$ cat src/rtl/muldiv_seq_ctrl.sv
// Sequencer for RISC-V M-extension ops in EX: holds one op, stalls the pipeline,
// drives an external pipelined multiplier and runs an internal restoring divider.
module muldiv_seq_ctrl #(
  parameter int MUL_LATENCY = 2,
  parameter int CNT_W       = 6
) (
  input  logic        clk,
  input  logic        rst,
  input  logic        req_valid_i,
  input  logic [2:0]  req_op_i,
  input  logic [31:0] req_a_i,
  input  logic [31:0] req_b_i,
  input  logic [4:0]  req_rd_i,
  input  logic        flush_i,
  output logic [31:0] mul_a_o,
  output logic [31:0] mul_b_o,
  output logic [2:0]  mul_op_o,
  input  logic [31:0] mul_result_i,
  output logic        stall_o,
  output logic        busy_o,
  output logic        resp_valid_o,
  output logic [31:0] resp_result_o,
  output logic [4:0]  resp_rd_o
);

  typedef enum logic [2:0] {
    IDLE     = 3'd0,
    MUL_WAIT = 3'd1,
    DIV_RUN  = 3'd2,
    DIV_FIX  = 3'd3,
    DONE     = 3'd4
  } state_t;

  state_t state, state_nxt;

  logic [CNT_W-1:0] cnt;
  logic [2:0]       op_q;
  logic [4:0]       rd_q;
  logic [31:0]      rem_q;
  logic [31:0]      quo_q;
  logic [31:0]      dvsr_q;
  logic             neg_q_q;
  logic             neg_r_q;

  logic        accept;
  logic        req_signed;
  logic        div_by_zero;
  logic        div_ovf;
  logic [31:0] abs_a;
  logic [31:0] abs_b;
  logic [31:0] special_res;

  logic [32:0] rem_sh;
  logic        step_borrow;
  logic [31:0] step_diff;
  logic [31:0] fix_quo;
  logic [31:0] fix_rem;

  assign accept      = (state == IDLE) && req_valid_i && !flush_i;
  assign req_signed  = ~req_op_i[0];
  assign div_by_zero = (req_b_i == 32'd0);
  assign div_ovf     = req_signed && (req_a_i == 32'h8000_0000) && (req_b_i == 32'hFFFF_FFFF);

  // Operand conditioning and the two results that skip the iterative divider.
  always_comb begin
    abs_a       = req_a_i;
    abs_b       = req_b_i;
    special_res = 32'd0;
    if (req_signed && req_a_i[31]) abs_a = 32'd0 - req_a_i;
    if (req_signed && req_b_i[31]) abs_b = 32'd0 - req_b_i;
    if (div_by_zero) special_res = req_op_i[1] ? req_a_i : 32'hFFFF_FFFF;
    else if (div_ovf) special_res = req_op_i[1] ? 32'd0 : 32'h8000_0000;
  end

  // One restoring step: the shifted partial remainder needs 33 bits when the divisor is large.
  always_comb begin
    rem_sh      = {rem_q, quo_q[31]};
    step_borrow = (rem_sh < {1'b0, dvsr_q});
    step_diff   = rem_sh[31:0] - dvsr_q;
    fix_quo     = neg_q_q ? (32'd0 - quo_q) : quo_q;
    fix_rem     = neg_r_q ? (32'd0 - rem_q) : rem_q;
  end

  always_ff @(posedge clk) begin
    if (rst) state <= IDLE;
    else     state <= state_nxt;
  end

  always_comb begin
    state_nxt    = state;
    stall_o      = 1'b0;
    resp_valid_o = 1'b0;
    case (state)
      IDLE: begin
        if (accept) begin
          if (!req_op_i[2])                state_nxt = MUL_WAIT;
          else if (div_by_zero || div_ovf) state_nxt = DONE;
          else                             state_nxt = DIV_RUN;
        end
      end
      MUL_WAIT: if (cnt == '0) state_nxt = DONE;
      DIV_RUN:  if (cnt == '0) state_nxt = DIV_FIX;
      DIV_FIX:  state_nxt = DONE;
      DONE:     state_nxt = IDLE;
      default:  state_nxt = IDLE;
    endcase
    stall_o      = !flush_i && (accept || (state == MUL_WAIT) ||
                                (state == DIV_RUN) || (state == DIV_FIX));
    resp_valid_o = (state == DONE) && !flush_i;
    if (flush_i) state_nxt = IDLE;
  end

  // Datapath registers; a flush freezes them so a killed op leaves no trace in resp_*.
  always_ff @(posedge clk) begin
    if (rst) begin
      cnt           <= '0;
      op_q          <= 3'd0;
      rd_q          <= 5'd0;
      rem_q         <= 32'd0;
      quo_q         <= 32'd0;
      dvsr_q        <= 32'd0;
      neg_q_q       <= 1'b0;
      neg_r_q       <= 1'b0;
      mul_a_o       <= 32'd0;
      mul_b_o       <= 32'd0;
      mul_op_o      <= 3'd0;
      busy_o        <= 1'b0;
      resp_result_o <= 32'd0;
      resp_rd_o     <= 5'd0;
    end else begin
      busy_o <= (state_nxt != IDLE);
      if (!flush_i) begin
        case (state)
          IDLE: begin
            if (accept) begin
              op_q <= req_op_i;
              rd_q <= req_rd_i;
              if (!req_op_i[2]) begin
                mul_a_o  <= req_a_i;
                mul_b_o  <= req_b_i;
                mul_op_o <= req_op_i;
                cnt      <= CNT_W'(MUL_LATENCY - 1);
              end else if (div_by_zero || div_ovf) begin
                resp_result_o <= special_res;
                resp_rd_o     <= req_rd_i;
              end else begin
                rem_q   <= 32'd0;
                quo_q   <= abs_a;
                dvsr_q  <= abs_b;
                neg_q_q <= req_signed && (req_a_i[31] ^ req_b_i[31]);
                neg_r_q <= req_signed && req_a_i[31];
                cnt     <= CNT_W'(31);
              end
            end
          end
          MUL_WAIT: begin
            cnt <= cnt - CNT_W'(1);
            if (cnt == '0) begin
              resp_result_o <= mul_result_i;
              resp_rd_o     <= rd_q;
            end
          end
          DIV_RUN: begin
            cnt <= cnt - CNT_W'(1);
            if (step_borrow) begin
              rem_q <= rem_sh[31:0];
              quo_q <= {quo_q[30:0], 1'b0};
            end else begin
              rem_q <= step_diff;
              quo_q <= {quo_q[30:0], 1'b1};
            end
          end
          DIV_FIX: begin
            resp_result_o <= op_q[1] ? fix_rem : fix_quo;
            resp_rd_o     <= rd_q;
          end
          default: ;
        endcase
      end
    end
  end

endmodule
$ cat config.mk
export PLATFORM = sky130hd
export DESIGN_NAME = muldiv_seq_ctrl
export DESIGN_NICKNAME = d
export VERILOG_FILES = /design/src/rtl/muldiv_seq_ctrl.sv
export SDC_FILE = /design/constraint.sdc
export NUM_CORES = 1
export LEC_CHECK = 0
export ABC_AREA = 1
export BUFFER_PORTS_ARGS = -buffer_cell sky130_fd_sc_hd__clkbuf_2
export CORE_ASPECT_RATIO = 0.8
export CORE_MARGIN = 2
export CORE_UTILIZATION = 46
export DETAILED_ROUTE_END_ITERATION = 8
export PLACE_DENSITY = 0.66
export SETUP_SLACK_MARGIN = 0.3
export SLEW_MARGIN = 25
export SYNTH_ARGS = -nofsm -noshare
export SYNTH_HDL_FRONTEND = slang
export SYNTH_SLANG_ARGS = --single-unit
$ cat constraint.sdc
create_clock -name clk -period 4.63 [get_ports clk]
set_input_delay 0.6945 -clock clk [delete_from_list [all_inputs] [get_ports clk]]
set_output_delay 0.6945 -clock clk [all_outputs]
set_load 0.01 [all_outputs]
==> metrics.txt <==
# TYPE chip_impl_metric gauge
chip_impl_info{name="layout_commonest_cell",value="nand2_1"} 1
chip_impl_metric{name="drt-initial-drc-count",unit=""} 1944
chip_impl_metric{name="worst_slew_pin_slew",unit="ns"} 0.9699
chip_impl_metric{name="vias",unit=""} 18208
chip_impl_metric{name="setup_violations",unit=""} 0
chip_impl_metric{name="worst_ir_drop_vdd",unit="µV"} 227.7
chip_impl_metric{name="cp_data_arrival_time",unit="ns"} 3.80
chip_impl_metric{name="power.switching_fraction",unit="%"} 33.94
chip_impl_metric{name="grt_usage",unit="%"} 32.72
chip_impl_metric{name="drt.antenna.violating_nets",unit=""} 0
chip_impl_metric{name="layout.filler_cells",unit=""} 3534
chip_impl_metric{name="die_area",unit="µm²"} 35600
chip_impl_metric{name="tritoncts.num_buffers",unit=""} 25
chip_impl_metric{name="hold_ws",unit="ns"} 0.4477
chip_impl_metric{name="async_reset_ff_share",unit="%"} 0
chip_impl_info{name="crit_path_end_kind",value="register"} 1
chip_impl_metric{name="maximum_clock_skew_at_final_layout",unit="ns"} 0.02592
chip_impl_metric{name="share_comb_of_total_power",unit="%"} 24.4
chip_impl_metric{name="area_delta_synth_final",unit="%"} 13.04
chip_impl_metric{name="postCtsResizedCells",unit=""} 0
chip_impl_metric{name="internal_power",unit="µW"} 3541
chip_impl_info{name="mostFrequentLayoutCells",value="nand2_1, nor2_1, inv_1, nand3_1, o21ai_0"} 1
chip_impl_metric{name="finalWorstSetupSlack",unit="ns"} 1.294
chip_impl_metric{name="multi_input_comb_area",unit="µm²"} 9472
chip_impl_metric{name="io_buffer_count",unit=""} 213
chip_impl_metric{name="pwr-share-clk",unit="%"} 38.0
chip_impl_metric{name="final.setup.tns",unit="ns"} 0
chip_impl_info{name="synth_ff_type",value="dfxtp_1"} 1
chip_impl_metric{name="antennaDiodeCount",unit=""} 0
chip_impl_metric{name="edff_count_synth",unit=""} 0
chip_impl_metric{name="clk_pin_slew",unit="ns"} 0.06
chip_impl_metric{name="crit_path_max_fanout",unit=""} 33
chip_impl_metric{name="final.period_utilization",unit="%"} 72.06
chip_impl_metric{name="drt-vias-per-instance",unit=""} 5.553
chip_impl_metric{name="grt_pass1_wl",unit="µm"} 91360
chip_impl_metric{name="detail_route.wirelength",unit="µm"} 59390
chip_impl_info{name="outcome",value="finished, final reports clean"} 1
chip_impl_info{name="kind_of_critical_path",value="register to register"} 1
chip_impl_metric{name="die_width",unit="µm"} 210.4
chip_impl_info{name="worstSetupStartpointType",value="register"} 1
chip_impl_info{name="unrepaired_setup_endpoints_after_global_routing",value="false"} 1
chip_impl_metric{name="number_of_synthesized_register_bits",unit=""} 217
chip_impl_metric{name="static-leakage-power",unit="µW"} 0.008871
chip_impl_metric{name="drive_gt1_share",unit="%"} 11.39
chip_impl_metric{name="clock.fmax",unit="MHz"} 299.7
chip_impl_metric{name="hold_violations",unit=""} 0
chip_impl_metric{name="placement_stage_worst_setup_slack",unit="ns"} 0.8336
chip_impl_metric{name="std_cell_rows",unit=""} 60
chip_impl_metric{name="met3RoutedLength",unit="µm"} 6520
chip_impl_metric{name="yosys.cell_types.count",unit=""} 46
chip_impl_metric{name="drcViolationCount",unit=""} 0
chip_impl_metric{name="p_seq_share",unit="%"} 37.5
chip_impl_metric{name="gp_routability_congestion",unit=""} 1.016
chip_impl_metric{name="insertion_delay",unit="ns"} 0.56
chip_impl_metric{name="die_h",unit="µm"} 169.2
chip_impl_metric{name="synthesis.yosys.warnings",unit=""} 0
chip_impl_metric{name="worstPathRequired",unit="ns"} 5.09
chip_impl_metric{name="nNetsFinal",unit=""} 2979
chip_impl_metric{name="postSynthCellCount",unit=""} 2687
chip_impl_metric{name="core_area",unit="µm²"} 33630
chip_impl_info{name="tritoncts_clock_tree",value="yes"} 1
chip_impl_metric{name="netlist_area",unit="µm²"} 15680
chip_impl_metric{name="met2_wl",unit="µm"} 23700
chip_impl_metric{name="via_count_of_the_first_global_routing_pass",unit=""} 16223
chip_impl_metric{name="cts_htree_levels",unit=""} 1
chip_impl_info{name="highest-signal-layer",value="met4"} 1
chip_impl_metric{name="layout.area.seq",unit="µm²"} 4344
chip_impl_metric{name="max_cap_violations",unit=""} 0
chip_impl_metric{name="utilization",unit="%"} 52.71
chip_impl_metric{name="maxSlewViolCount",unit=""} 0
chip_impl_metric{name="maximum_number_of_pins_on_one_net_before_global_route_repair",unit=""} 121
chip_impl_metric{name="syn_nets",unit=""} 2835
chip_impl_metric{name="post_cts_buffers",unit=""} 0
chip_impl_metric{name="total_switching_power",unit="µW"} 1819
chip_impl_metric{name="synth.avg_cell_area",unit="µm²"} 5.836
chip_impl_metric{name="ctsHoldBuffers",unit=""} 0
chip_impl_metric{name="power_density",unit="nW/µm²"} 302.3
chip_impl_metric{name="seq_area_frac_synth",unit="%"} 27.70
chip_impl_metric{name="antenna_found_initial",unit=""} 1
chip_impl_metric{name="wl_per_cell",unit="µm"} 18.11
chip_impl_metric{name="firstDrtPassIters",unit=""} 7
chip_impl_metric{name="wl_met1",unit="µm"} 27960
chip_impl_metric{name="i_o_pins",unit=""} 215
chip_impl_metric{name="clock_tree.buffer_depth",unit=""} 3
chip_impl_metric{name="finalWorstPathRequiredPeriod",unit="ns"} 3.336
chip_impl_info{name="cts_root_buffer",value="clkbuf_16"} 1
chip_impl_metric{name="maxSlewHeadroom",unit="%"} 34.66
chip_impl_info{name="timing.hold.worst.class",value="register to register"} 1
chip_impl_metric{name="grt.overflow.total",unit=""} 0
chip_impl_metric{name="place_hpwl",unit="µm"} 45870
chip_impl_metric{name="cts.sink_count",unit=""} 217
chip_impl_metric{name="initial_core_util",unit="%"} 46.63
==> cell families after synthesis <==
kind of cell | after synthesis | synth area share, %
adder cells (fa/ha/maj) | 40 | 3.239
other | 1 | 0.02391
flip-flops | 217 | 27.70
buffers and inverters | 470 | 12.00
AO/OA/AOI/OAI | 500 | 16.52
AND/OR/NAND/NOR | 1418 | 38.23
XOR/XNOR | 41 | 2.290
==> worst max-delay path, stage by stage, from the launching register on <==
cell	delay [ns]
dfxtp_1	0.50
ha_1	0.35
nand2_1	0.16
inv_1	0.06
nand2_1	0.06
nand2_1	0.06
inv_1	0.06
nand3_1	0.17
nand2_1	0.14
nand2_1	0.09
nand2_2	0.48
nand2_2	0.59
nand3_1	0.34
nand2_1	0.08
a21oi_1	0.13
==> flip-flops by register name, indices dropped and copies added, names as in the netlist, 2 cells and up <==
name           flops
dvsr_q            32
mul_a_o           32
mul_b_o           32
quo_q             32
rem_q             32
resp_result_o     32
cnt                6
rd_q               5
resp_rd_o          5
state              3
mul_op_o           2
==> area by class of cell <==
class                      count  share of cell area, %
clock inverter                 8                 0.6846
clock buffer                  33                  3.868
timing repair buffer         234                  6.924
tap                          434                  3.063
sequential                   217                  24.51
inverter                     353                  7.524
multi-input combinational   2000                  53.43
==> worst paths after layout <==
kind / from / end / slack, ns / cells after the start
worst min register to register: rd_q[0]$_SDFFE_PP0P_ / rd_q[0]$_SDFFE_PP0P_ / 0.45 / 2
worst min-delay path: rd_q[0]$_SDFFE_PP0P_ / rd_q[0]$_SDFFE_PP0P_ / 0.45 / 2
worst max register to register: rem_q[6]$_SDFFE_PP0P_ / rem_q[30]$_SDFFE_PP0P_ / 1.29 / 14
worst max-delay path: rem_q[6]$_SDFFE_PP0P_ / rem_q[30]$_SDFFE_PP0P_ / 1.29 / 14
==> power groups by stage <==
stage / clock [µW] / combinational, µW / sequential [µW]
floorplan: 0 / 843 / 2050
global placement: 0 / 1260 / 2050
detailed placement: 0 / 1270 / 2050
CTS: 2050 / 1270 / 2010
global route: 2120 / 1450 / 2020
finish: 2040 / 1310 / 2010
==> through the flow <==
stage / instance area, µm² / instances / power (µW)
2_1_floorplan: 15680 / 2687 / 2891
3_3_place_gp: 16920 / 3238 / 3303
3_5_place_dp: 16920 / 3238 / 3315
4_1_cts: 17720 / 3279 / 5334
5_1_grt: 17730 / 3279 / 5589
6_report: 17730 / 3279 / 5359
==> layer usage <==
layer,up-vias,GRT usage (%)
li1,8956,-
met1,8345,49.14
met2,833,46.60
met3,74,8.272
met4,0,7.195
met5,-,0
==> synthesized netlist by cell type, drive strengths merged, types with 4 or more instances <==
library cell  instances  area share [%]
nand2               672              16
nor2                359             8.9
inv                 349             8.4
nand3               306             9.9
o21ai               265             8.5
dfxtp               217              28
a21oi               200             6.4
clkbuf               69             1.7
buf                  48             1.9
ha                   39             3.1
nand4                38             1.5
nor3                 24            0.86
xor2                 23             1.3
xnor2                18             1.0
o211ai               13            0.62
nand3b                6            0.29
o22ai                 6            0.24
or2                   6            0.24
a211oi                5            0.27
clkinv                4            0.14
nor4                  4            0.16
Note: power is estimated with default switching activity, not from simulation.
